`src/rtl/pipeline_ctrl.sv`:
```
// Stall/flush sequencer for the 5-stage pipeline: post-reset scrub, load-use
// bubbles, data-memory waits and taken-branch squashes.
module pipeline_ctrl #(
    parameter int unsigned INIT_CYCLES = 4,
    parameter int unsigned MEM_TIMEOUT = 255,
    parameter logic [1:0]  LOAD_WRN    = 2'b01
) (
    input  logic        clk,
    input  logic        rst_n,
    input  logic [4:0]  rs1_id,
    input  logic [4:0]  rs2_id,
    input  logic        rs1_used,
    input  logic        rs2_used,
    input  logic [4:0]  rd_ex,
    input  logic        write_ena_ex,
    input  logic [1:0]  wrn_ex,
    input  logic        mem_req,
    input  logic        mem_ready,
    input  logic        branch_taken_ex,
    output logic        ena_pc,
    output logic        ena_ifid,
    output logic        ena_idex,
    output logic        ena_exma,
    output logic        ena_mawb,
    output logic        flush_ifid,
    output logic        flush_idex,
    output logic        mem_timeout,
    output logic [15:0] stall_cycles
);

    localparam int unsigned CNT_W   = 8;
    localparam int unsigned STALL_W = 16;

    typedef enum logic [1:0] {
        ST_INIT     = 2'd0,
        ST_RUN      = 2'd1,
        ST_MEM_WAIT = 2'd2
    } state_t;

    state_t             r_state;
    state_t             w_state_nxt;
    logic [CNT_W-1:0]   r_cnt;
    logic [CNT_W-1:0]   w_cnt_nxt;
    logic               r_mem_timeout;
    logic               w_timeout_set;
    logic [STALL_W-1:0] r_stall_cycles;

    logic               w_loaduse;
    logic               w_memstall;
    // {pc, ifid, idex, exma, mawb}
    logic [4:0]         w_run_ena;
    logic [1:0]         w_run_flush;
    logic [4:0]         w_ena;
    logic [1:0]         w_flush;

    assign w_loaduse = (wrn_ex == LOAD_WRN) && write_ena_ex && (rd_ex != 5'd0) &&
                       ((rs1_used && (rs1_id == rd_ex)) || (rs2_used && (rs2_id == rd_ex)));
    assign w_memstall = mem_req && !mem_ready;

    // Enables/flushes of a normal issue cycle (memory not stalling)
    always_comb begin
        w_run_ena   = 5'b11111;
        w_run_flush = 2'b00;
        if (branch_taken_ex) begin
            w_run_flush = 2'b11;
        end else if (w_loaduse) begin
            w_run_ena   = 5'b00111;
            w_run_flush = 2'b01;
        end
    end

    // Next-state, counter and stage-control decode
    always_comb begin
        w_state_nxt   = r_state;
        w_cnt_nxt     = r_cnt;
        w_timeout_set = 1'b0;
        w_ena         = 5'b00000;
        w_flush       = 2'b00;
        case (r_state)
            ST_INIT: begin
                w_ena   = 5'b01111;
                w_flush = 2'b11;
                if (r_cnt == CNT_W'(INIT_CYCLES - 1)) begin
                    w_state_nxt = ST_RUN;
                    w_cnt_nxt   = '0;
                end else begin
                    w_cnt_nxt = r_cnt + CNT_W'(1);
                end
            end
            ST_RUN: begin
                if (w_memstall) begin
                    w_state_nxt = ST_MEM_WAIT;
                    w_cnt_nxt   = CNT_W'(1);
                end else begin
                    w_ena   = w_run_ena;
                    w_flush = w_run_flush;
                end
            end
            ST_MEM_WAIT: begin
                if (!mem_ready) begin
                    if (r_cnt != {CNT_W{1'b1}}) begin
                        w_cnt_nxt = r_cnt + CNT_W'(1);
                    end
                    if (r_cnt == CNT_W'(MEM_TIMEOUT)) begin
                        w_timeout_set = 1'b1;
                    end
                end else begin
                    w_ena       = w_run_ena;
                    w_flush     = w_run_flush;
                    w_state_nxt = ST_RUN;
                    w_cnt_nxt   = '0;
                end
            end
            default: begin
                w_state_nxt = ST_INIT;
                w_cnt_nxt   = '0;
            end
        endcase
        // Reset holds every stage frozen regardless of state
        if (!rst_n) begin
            w_ena   = 5'b00000;
            w_flush = 2'b00;
        end
    end

    assign {ena_pc, ena_ifid, ena_idex, ena_exma, ena_mawb} = w_ena;
    assign {flush_ifid, flush_idex}                        = w_flush;
    assign mem_timeout  = r_mem_timeout;
    assign stall_cycles = r_stall_cycles;

    // State, counter, sticky timeout and saturating stall counter
    always_ff @(posedge clk) begin
        if (!rst_n) begin
            r_state        <= ST_INIT;
            r_cnt          <= '0;
            r_mem_timeout  <= 1'b0;
            r_stall_cycles <= '0;
        end else begin
            r_state <= w_state_nxt;
            r_cnt   <= w_cnt_nxt;
            if (w_timeout_set) begin
                r_mem_timeout <= 1'b1;
            end
            if ((r_state != ST_INIT) && !w_ena[4] && (r_stall_cycles != {STALL_W{1'b1}})) begin
                r_stall_cycles <= r_stall_cycles + STALL_W'(1);
            end
        end
    end

endmodule

```
`config.mk`:
```
export PLATFORM = sky130hd
export DESIGN_NAME = pipeline_ctrl
export DESIGN_NICKNAME = d
export VERILOG_FILES = /design/src/rtl/pipeline_ctrl.sv
export SDC_FILE = /design/constraint.sdc
export NUM_CORES = 1
export LEC_CHECK = 0
export CAP_MARGIN = 20
export CELL_PAD_IN_SITES_DETAIL_PLACEMENT = 1
export CELL_PAD_IN_SITES_GLOBAL_PLACEMENT = 2
export CORE_ASPECT_RATIO = 1.4
export CORE_UTILIZATION = 26
export CTS_CLUSTER_SIZE = 16
export DETAILED_ROUTE_END_ITERATION = 16
export PLACE_DENSITY_LB_ADDON = 0.08
export SETUP_SLACK_MARGIN = 0.15
export SLEW_MARGIN = 20
export SYNTH_ARGS = -nofsm -noshare
export SYNTH_HDL_FRONTEND = slang
export SYNTH_SLANG_ARGS = --single-unit
```
`constraint.sdc`:
```
create_clock -name clk -period 2.3 [get_ports clk]
set_input_delay 0.23 -clock clk [delete_from_list [all_inputs] [get_ports clk]]
set_output_delay 0.23 -clock clk [all_outputs]
set_load 0.01 [all_outputs]
```
# Word-level counts from Yosys, hierarchy flattened
# Cells that the tools add are included.
# totals
word_cells,59
input_bits,25
out_inout_bits,24
regBits,27
# op_classes
n_mux,24
reduce_logical,16
eq_ne,13
add_sub_neg,2
# op_table
cell,count
$mux 8,4
$mux 5,5
$pmux 8 s3,1
$add 16x1->16 const B,1
$ne 16x16->1 const B,1
$pmux 5 s3,1
$mux 2,7
$pmux 2 s3,2
$eq 5x5->1,2
$add 8x1->8 const B,1
$eq 8x2->1 const B,1
$eq 8x8->1 const B,1
$logic_and 1x1->1,8
$ne 8x8->1 const B,1
$ne 2x2->1 const B,3
$reduce_bool 5->1,1
$eq 2x1->1 const B,2
$mux 1,4
$ne 3x3->1 const B,1
$reduce_and 3->1,1
$eq 2x2->1 const B,1
$logic_not 1->1,2
$logic_not 2->1,1
$reduce_and 2->1,1
2 further kinds,2

# Logic depth before layout (Yosys ltp)
# depth
depth_word,12
mapped_depth,9
depth_no_buf,7

# Worst setup path before layout
# No wires, ideal clock.
# synth_timing
path_kind,register -> register
start,reg r_stall_cycles[0] (netlist: stall_cycles[0])
end,reg r_stall_cycles[15] (netlist: stall_cycles[15])
setup_ns,0.070
stages_incl_launch_ff,9
path_slack_ns,0.212
path_buffers,1
synth_period_minus_slack_ns,2.088
arrival_time_ns,2.017
required_time_ns,2.230
path_cell_list,dfxtp_1 ha_1 nand4_1 nor4_1 or3_1 o21a_1 buf_2 or4_1 a21oi_1
# synth_via
elab_chain_cells,2
word_cells_on_any_way,3
classes_between,add/sub: 1; eq/ne: 1; reduce/logical: 1
# synth_rtl
element,line_no,source
"start, declared",46,logic [STALL_W-1:0] r_stall_cycles;
"start signal, assigned",145,r_stall_cycles <= r_stall_cycles + STALL_W'(1);
branches (longest 2 deep; another with $add 16x1->16),--,
# Parallel ways; which one is timed is not known.
# A chain may end at the register's enable or synchronous reset.

# Worst setup path after layout
# layout_timing
start,in mem_ready
end,reg r_stall_cycles[7] (netlist: stall_cycles[7])
# layout_via
elab_chain_cells,8
word_cells_on_any_way,9
classes_between,mux: 4; reduce/logical: 5
# layout_rtl
element,line_no,source
"start, declared",18,"input logic mem_ready,"
$logic_not 1->1,--,
$logic_and 1x1->1,58,assign w_memstall = mem_req && !mem_ready;
$mux 5,91,if (w_memstall) begin
$pmux 5 s3 (*),79,case (r_state)
$mux 5 (*),120,if (!rst_n) begin
$logic_not 1->1 (*),144,if ((r_state != ST_INIT) && !w_ena[4] && (r_stall_cycles != {STALL_W{1'b1}})) begin
$logic_and 1x1->1 (*) (2 in a row),144,
# Mark *: on every way between the ends. The rest lies on a longest branch, timed or not.

==> flow_metrics.env <==
export IMPL_setup_violations=0
export IMPL_numCtsBuffers=3
export IMPL_hold_path_class="register to register"
export IMPL_seq_area_um2=546
export IMPL_final_area_um2=2500
export IMPL_std_cell_rows=33
export IMPL_start_util_pct=26.8
export IMPL_setup_worst_path_class="input port to register"
export IMPL_track_usage_pct=17.4
export IMPL_async_flop_share_pct=0
export IMPL_ioPinCount=49
export IMPL_cp_num_buf_inv=3
export IMPL_cts_buffer_depth=2
export IMPL_placed_area_um2=2270
export IMPL_synth_area_leaders="dfxtp_1 (35%), xor2_1 (6.7%), nor2_1 (5.5%)"
export IMPL_first_pass_iters=6
export IMPL_drc_errors=0
export IMPL_synth_enable_flop_cells=0
export IMPL_cp_top_family="buffers and inverters"
export IMPL_fin_skew_ns=0.0178
export IMPL_maxCapViolCount=0
export IMPL_crit_path_max_fanout=6
export IMPL_worstMarginPinSlew_ns=0.392
export IMPL_fmax_ghz=0.461
export IMPL_seq_power_share_pct=39.8
export IMPL_cp_slowest_stage_delay_ns=0.50
export IMPL_synth_fp_nets=224
export IMPL_vias_per_cell=5.09
export IMPL_status="finished, final reports clean"
export IMPL_dp_hpwl_mm=4.22
export IMPL_rsz0062_at_grt="true"
export IMPL_swShare_pct=33.1
export IMPL_clk_latency_ns=0.29
export IMPL_slew_headroom_pct=73.7
export IMPL_cts_sinks=27
export IMPL_wl_per_cell_um=16.2
export IMPL_synth_cells=197
export IMPL_drt_iter0_drc=34
export IMPL_cts_root_buf="clkbuf_8"
export IMPL_via_count=1747
export IMPL_required_ns=2.54
export IMPL_htree_levels=1
export IMPL_grt_pass1_vias=1843
export IMPL_cp_arrival_ns=2.41
export IMPL_path_cells="clkdlybuf4s50_1 -> nor2b_1 -> o2bb2ai_4 -> buf_4 -> a211o_1 -> o21a_4 -> buf_8 -> or3_1 -> a21oi_2"
export IMPL_seq_area_frac_synth_pct=34.6
export IMPL_grt_pass1_wl_mm=8.46
export IMPL_hold_slack_ns=0.490
export IMPL_path_clk_slew_ns=0.12
export IMPL_instances_no_fill=343
export IMPL_die_w_um=67.5
export IMPL_cts_hold_buf=0
export IMPL_peakVddDrop_mv=0.228
export IMPL_synth_seq_cells=27
export IMPL_coreArea_um2=5820
export IMPL_antenna_cells=0
export IMPL_grt_max_degree=18
export IMPL_p_per_area_nw_per_um2=531
export IMPL_intPower_uw=888
export IMPL_synth_area_um2=1560
export IMPL_cts_tree="yes"
export IMPL_fill_cells=718
export IMPL_syn_avg_cell_area_um2=7.92
export IMPL_ant_nets=0
export IMPL_die_y_um=93.7
export IMPL_place_inst=332
export IMPL_slowest_stage="clkdlybuf4s50_1"
export IMPL_nNetsFinal=301
export IMPL_finalCritPeriodShare_pct=94.4
export IMPL_synthToLayoutAreaGrowth_pct=60.3
export IMPL_overflow=0
export IMPL_p_comb_share_pct=37.4
export IMPL_gp_congestion=0.770
export IMPL_fin_total_pwr_uw=1330
export IMPL_synth_warnings=0
export IMPL_finalWirelength_mm=5.56
export IMPL_post_route_min_period_ns=2.17
export IMPL_antenna_found_initial=0
export IMPL_pwr_share_clk_pct=22.8
export IMPL_design_die_area_um2=6320
export IMPL_drive_gt1_share_pct=25.6
export IMPL_power_switching_uw=439
export IMPL_yosys_area_top_type="dfxtp_1"
export IMPL_hold_violations=0
export IMPL_synth_flop_cell="dfxtp_1"
export IMPL_critPathCaptureType="register"
export IMPL_finalMaxSlewViolations=0
export IMPL_multi_input_area_um2=1060
export IMPL_synth_distinct_cells=41
export IMPL_start_kind="input port"
export IMPL_port_buffers=48
export IMPL_p_leak_uw=0.000993
export IMPL_synth_top_area_share_pct=34.6
==> path summary, 6_finish.rpt <==
path,slack [ns],from,cells after the start,end
setup / recovery,0.13,mem_ready,9,stall_cycles[7]$_SDFFE_PN0P_
hold / removal,0.49,mem_timeout$_SDFFE_PN0P_,2,mem_timeout$_SDFFE_PN0P_
setup reg to reg,0.16,stall_cycles[0]$_SDFFE_PN0P_,9,stall_cycles[7]$_SDFFE_PN0P_
hold reg to reg,0.49,mem_timeout$_SDFFE_PN0P_,2,mem_timeout$_SDFFE_PN0P_
==> per-layer routing <==
layer / vias to the layer above / wire length (µm) / global-route usage (%)
met1: 868 / 2100 / 18.3
met5: - / 0 / 0
li1: 862 / - / -
met2: 12 / 3340 / 34.3
met3: 5 / 64 / 2.18
met4: 0 / 51 / 4.26
==> cells by family (layout without fill, tap and decap cells) <==
logic type,Yosys count,count (layout),synth area share [%]
and+or+nand+nor,90,90,31.5
AOI/OAI and AO/OA,44,45,16.4
DFF,27,27,34.6
muxes,2,2,1.28
buffers and inverters,15,90,4.89
xor gates and xnor gates,16,16,8.98
adders and majority gates,3,3,2.25
==> cell usage after synthesis (2+ instances only) <==
cell type	instances
nand4_1	9
buf_4	2
clkbuf_1	3
ha_1	2
o31ai_1	3
inv_1	5
or3_1	12
o21ai_0	14
o21ai_1	2
xor2_1	12
dfxtp_1	27
nand3_1	6
xnor2_1	4
nor4b_1	2
and3_1	3
buf_2	4
nor3_1	4
o21a_1	2
nor4_1	4
and2_1	2
a21oi_1	17
nor2_1	23
mux2i_1	2
nand2_1	12
nor2b_1	2
or4_1	4
==> what timing repair did <==
action                     4_1_cts  5_1_grt
resized for setup               30       45
pin swaps                        9       22
setup endpoints to repair       20       22
setup buffers                    4        1
gates cloned                     0        2
==> power groups by stage <==
| stage | registers [µW] | clock network (µW) | logic, µW |
|---|---|---|---|
| after floorplan | 529 | 0 | 221 |
| after global placement | 531 | 0 | 412 |
| after detailed placement | 533 | 0 | 431 |
| after CTS | 525 | 316 | 454 |
| after global routing | 532 | 336 | 543 |
| final | 528 | 303 | 496 |
==> layout make-up <==
class                           instances  area share [%]
Sequential cell                        27            21.8
Clock inverter                          1           0.350
Multi-Input combinational cell        156            42.4
Timing Repair Buffer                   81            29.5
Tap cell                               70            3.50
Clock buffer                            3            1.65
Inverter                                5           0.750
==> through the flow <==
step	TNS (ns)	setup WS, ns	utilization (%)
6_report	0	0.128	43.0
5_1_grt	0	0.0680	43.0
4_1_cts	0	0.127	40.9
3_5_place_dp	-6.35	-0.497	39.1
3_3_place_gp	-3.30	-0.342	39.1
2_1_floorplan	0	0.212	-
==> worst min-delay path: stages (launching register included) <==
cell and delay (ns):
dfxtp_1 0.34, nor2_1 0.05, nor2_1 0.07
==> cells in the final DEF (no fill, tap or decap), types with 4 or more instances in the layout <==
master / instances
nand4_1: 9
a21oi_2: 5
dfxtp_2: 4
nand3_1: 6
o21ai_1: 6
nor3_1: 4
buf_4: 30
o21ai_0: 10
xor2_1: 11
dlymetal6s2s_1: 11
inv_1: 5
xnor2_1: 4
or3_4: 4
or3_1: 8
dfxtp_1: 23
buf_2: 4
clkbuf_2: 5
clkdlybuf4s50_1: 27
nor2_1: 23
a21oi_1: 12
nand2_1: 12
==> registers in the layout, summed over array words and instances, names as in the netlist <==
name	cells
mem_timeout	1
r_state	2
stall_cycles	16
r_cnt	8
Note: power is estimated with default switching activity, not from simulation.
==> variant 1 (config.mk and constraints unchanged) <==
Put one more register stage on the output `mem_timeout`, with the module's reset. The value now appears one clock later. The other outputs are not delayed to match.
--- a/src/rtl/pipeline_ctrl.sv
+++ b/src/rtl/pipeline_ctrl.sv
@@ -126,5 +126,11 @@
     assign {ena_pc, ena_ifid, ena_idex, ena_exma, ena_mawb} = w_ena;
     assign {flush_ifid, flush_idex}                        = w_flush;
-    assign mem_timeout  = r_mem_timeout;
+    always_ff @(posedge clk) begin
+        if (!rst_n) begin
+            mem_timeout <= '0;
+        end else begin
+            mem_timeout <= r_mem_timeout;
+        end
+    end
     assign stall_cycles = r_stall_cycles;
 
Behaviour: no difference found for any inputs over 10 cycles, from zero or initial values and one cycle with rst_n low; that may be too few to reach the edited logic, so the function may still have changed.
==> variant 1 against the unedited design <==
Worst hold slack worse by 0.013 ns. Cell count is 2.0% lower. First-iteration DRC count is 74% higher. Setup slack better by 0.17 ns. Largest cell class unchanged. Total power is 2.4% lower. Wire length is 7.3% lower. Combinational power is 27% lower. Synthesized area is 4.3% higher. Sequential cell count is 1 higher. Sequential power is 2% higher. Cell area is 3.0% lower. Clock power is 31% higher. Critical path depth is 1 lower.
==> variant 1: results (changes against the unedited design) <==
final wirelength: 5150 µm (-7.3%)
final RePlAce weighted congestion: 0.762 (-1.0%)
Sw Share: 28.2% (-4.9 points)
share of layout cells above drive strength 1: 17.7% (-8.0 points)
Synth Instances: 202 (+2.5%)
r2r setup slk: 0.30 ns (+0.14 ns)
crit path DAT: 2.22 ns (-0.19 ns)
ranking of synthesized cells by area: dfxtp_1 34%, xnor2_1 6.5%, a21oi_1 4.9%
Initial DRC Count: 59 (+74%)
filler cell count: 746 (+3.9%)
seq pwr: 0.537 mW (+2%)
dpl cells: 331 (-0.30%)
first-pass GRT wire length: 8250 µm (-2.4%)
Final #Nets: 294 (-2.3%)
initial antenna violation count: 0 (unchanged)
Final Non-Filler Cells: 336 (-2.0%)
largest net degree at the start of global routing: 23 (+5)
Pre-Repair DR Iteration Count: 4 (-2)
synthesized net count: 229 (+2.2%)
DP HPWL: 4030 µm (-4.3%)
Critical Path Slowest Stage Cell: or4_1
vias per cell: 5.13 (+0.74%)
max_slew headroom: 71.5% (-2.2 points)
Net Sw Power: 0.365 mW (-17%)
CP delay by family, top: simple AND/OR/NAND/NOR gates
count of different cell masters after synthesis: 47 (+15%)
Logic pwr share: 27.9% (-9.5 points)
Placed Area: 2300 µm² (+1.1%)
crit-path max FO: 22 (+16)
status: completed
Reg clk slew, reported paths: 0.10 ns (-0.02 ns)
CP peak stage delay: 0.46 ns (-0.04 ns)
top cells by instance count after synthesis: 28 x dfxtp_1, 20 x nor2_1, 16 x a21oi_1, 16 x nand2_1, 12 x xnor2_1
Root Buffer: clkbuf_8
leakage power: 0.872 nW (-12%)
Fin Hold WS: 0.477 ns (-0.0131 ns)
skew final: 0.00419 ns (-0.0136 ns)
vias in the first global route: 1748 (-5.2%)
GRT Overall Usage: 16.6% (-0.80 points)
sequential fraction of the synthesis area: 34.4% (-0.21 points)
VDD IR max: 363 µV (+59%)
-- variant 1: changes by cell type after synthesis, moves of 4 or more --
cell and delta:
nand2_1 +4, o21ai_0 -7, o21ai_1 +4, xnor2_1 +8, xor2_1 -7, or3_1 -4
-- variant 1: logic make-up after synthesis --
family / after synthesis / share of synthesized area, %
flip-flops: 28 / 34.4
XOR/XNOR: 17 / 9.15
multiplexers: 1 / 0.615
adder cells (fa/ha/maj): 3 / 2.15
AND/OR/NAND/NOR: 93 / 31.5
buffers and inverters: 14 / 5.07
AO/OA/AOI/OAI: 46 / 17.1
-- variant 1: stage by stage --
step                worst slack [ns]  TNS, ns  util (%)
finish                         0.295        0      40.8
global route                   0.146        0      40.8
CTS                            0.139        0      40.2
detailed placement            -0.177   -0.976      38.7
global placement              -0.145   -0.732      38.7
floorplan                      0.363        0         -
-- variant 1: metal layers --
metal | vias to the layer above | track usage [%] | part of all wire [%]
li1 | 867 | - | -
met1 | 836 | 18.5 | 40
met2 | 16 | 31.1 | 57
met3 | 5 | 2.51 | 2.0
met4 | 0 | 4.93 | 1.1
met5 | - | 0 | 0
-- variant 1: final timing paths --
path / from / endpoint / cells past startpoint
max: stall_cycles[0] / stall_cycles[13] / 8
min: r_mem_timeout / mem_timeout / 1
max reg2reg: stall_cycles[0] / stall_cycles[13] / 8
min reg2reg: r_mem_timeout / mem_timeout / 1
-- variant 1: final cells by class --
class                   count  share of cell area (%)
flip-flops and latches     28                    23.2
multi-input cells         160                    43.4
well taps                  70                    3.61
inverters                   4                   0.619
clock inverters             1                    1.24
repair buffers             70                    26.2
clock buffers               3                    1.70
-- variant 1: repair_timing --
item	in CTS	in global routing
gates cloned	0	0
buffers inserted	1	0
pin swaps	2	3
gates resized for setup	19	17
setup endpoints to repair	7	15
==> variant 2 (same flow settings) <==
Without the edit above. Change the localparam `CNT_W` from 8 to 9.
--- a/src/rtl/pipeline_ctrl.sv
+++ b/src/rtl/pipeline_ctrl.sv
@@ -29,5 +29,5 @@
 );
 
-    localparam int unsigned CNT_W   = 8;
+    localparam int unsigned CNT_W   = 9;
     localparam int unsigned STALL_W = 16;
 
Behaviour: same outputs for any inputs over 10 cycles, from zero or initial values and one cycle with rst_n low; that may be too few to reach the edited logic, so the function may still have changed.
==> variant 2 against the unedited design <==
Critical path depth grew 3. Register-to-register slack gained 0.02 ns. Synthesized area increased by 18%. Cell area is 13% higher. Die area increased by 17%. Via count rose by 14%. Synthesized cell count is 18% higher. Total power grew 9.5%. First-iteration DRC count up 100%. Sequential cell count rose by 1. Setup slack better by 0.051 ns. Core utilization decreased by 0.94 points. Wire length rose by 1.8%. Largest cell class unchanged. Largest power group unchanged. Highest routed layer unchanged.
==> variant 2: results (changes against the unedited design) <==
status: completed
Placed Area: 2520 µm² (+11%)
GRT Overall Usage: 16.2% (-1.2 points)
first-pass GRT wire length: 9530 µm (+13%)
filler cell count: 814 (+13%)
max_slew headroom: 65.7% (-8.0 points)
final RePlAce weighted congestion: 0.756 (-1.8%)
DP HPWL: 4200 µm (-0.39%)
internal power: 0.998 mW (+12%)
top cells by instance count after synthesis: 28 x dfxtp_1, 24 x a21oi_1, 19 x nand2_1, 19 x nor2_1, 15 x nand3_1
skew final: 0.00719 ns (-0.0106 ns)
Initial DRC Count: 68 (+100%)
share of layout cells above drive strength 1: 23.2% (-2.5 points)
crit-path max FO: 6 (unchanged)
vias per cell: 5.04 (-1.1%)
largest net degree at the start of global routing: 26 (+8)
ranking of synthesized cells by area: dfxtp_1 30%, a21oi_1 6.5%, xnor2_1 4.8%
sequential fraction of the synthesis area: 30.5% (-4.2 points)
count of different cell masters after synthesis: 57 (+39%)
Final #Nets: 332 (+10%)
post-synthesis compound-gate area fraction: 23.3% (+6.8 points)
VDD IR max: 292 µV (+28%)
crit path DAT: 2.29 ns (-0.12 ns)
synthesized net count: 261 (+17%)
Yosys warning total: 0 (unchanged)
mux cell area share after synthesis: 0.544% (-0.74 points)
leakage power: 1.01 nW (+1.4%)
Pre-Repair DR Iteration Count: 4 (-2)
Synth Area in Adders: 2.72% (+0.48 points)
Wirelength per Cell: 14.4 µm (-11%)
==> variant 2: changes by cell type in the layout (fill, tap and decap cells not counted), moves of 8 or more <==
cell,change
nand3_1,+8
a21oi_1,+11
clkdlybuf4s50_1,+9
xor2_1,-10
o21ai_0,-8
==> variant 2: area by class of cell <==
type,instances,area (µm²),share of cell area [%]
Timing Repair Buffer,79,739,26.3
Tap cell,92,115,4.09
Clock inverter,1,30.0,1.07
Inverter,10,37.5,1.33
Clock buffer,3,41.3,1.47
Sequential cell,28,568,20.2
Multi-Input combinational cell,181,1280,45.6
==> variant 2: final timing paths <==
| check | slack, ns | startpoint | end | cells after the start |
|---|---|---|---|---|
| hold / removal | 0.49 | mem_timeout | mem_timeout | 2 |
| hold reg to reg | 0.49 | mem_timeout | mem_timeout | 2 |
| setup / recovery | 0.18 | r_cnt[0] | r_cnt[2] | 12 |
| setup reg to reg | 0.18 | r_cnt[0] | r_cnt[2] | 12 |
==> variant 2: power groups by stage <==
stage                     Clock (mW)  Combinational [mW]  Sequential (mW)
after floorplan                    0               0.246            0.540
after global placement             0               0.425            0.552
after detailed placement           0               0.423            0.556
after CTS                      0.418               0.445            0.554
after global routing           0.441               0.529            0.570
final                          0.405               0.486            0.563
==> variant 2: worst max-delay path: stages (launching register included) <==
cell      delay [ns]
dfxtp_2         0.36
ha_4            0.17
nand3_4         0.09
nor2_4          0.04
and3_4          0.18
ha_4            0.14
nor4bb_4        0.14
buf_4           0.14
a31oi_4         0.23
buf_4           0.18
o21ai_0         0.08
a32oi_1         0.19
nor2_1          0.06
==> variant 2: logic make-up (layout without fill, tap and decap cells) <==
logic type	count (synthesis)	in the layout
AOI/OAI and AO/OA	64	64
xor gates and xnor gates	11	11
adders and majority gates	4	4
buffers and inverters	23	93
DFF	28	28
muxes	1	1
and+or+nand+nor	101	101
==> variant 2: per-layer routing <==
layer	global-route usage (%)	share of wire, %	wire [µm]	vias to the layer above
li1	-	-	-	1000
met1	19.6	44	2510	949
met2	29.6	52	2940	32
met3	1.69	2.5	142	4
met4	4.98	1.2	68	0
met5	0	0	0	-
==> variant 2: metrics by stage <==
stage	std cells	setup slack, ns	TNS (ns)	hold WS, ns	util [%]
finish	394	0.180	0	0.488	42.0
global route	394	0.0776	0	0.549	42.0
CTS	390	0.140	0	0.497	40.1
detailed placement	381	-0.178	-2.16	0.463	37.6
global placement	381	-0.160	-1.71	0.463	37.6
floorplan	232	0.170	0	0.429	-
==> variant 2: what timing repair did <==
action | 4_1_cts | 5_1_grt
pin swaps | 4 | 9
gates resized for setup | 22 | 22
setup buffers | 5 | 4
endpoints found under the setup margin | 17 | 24
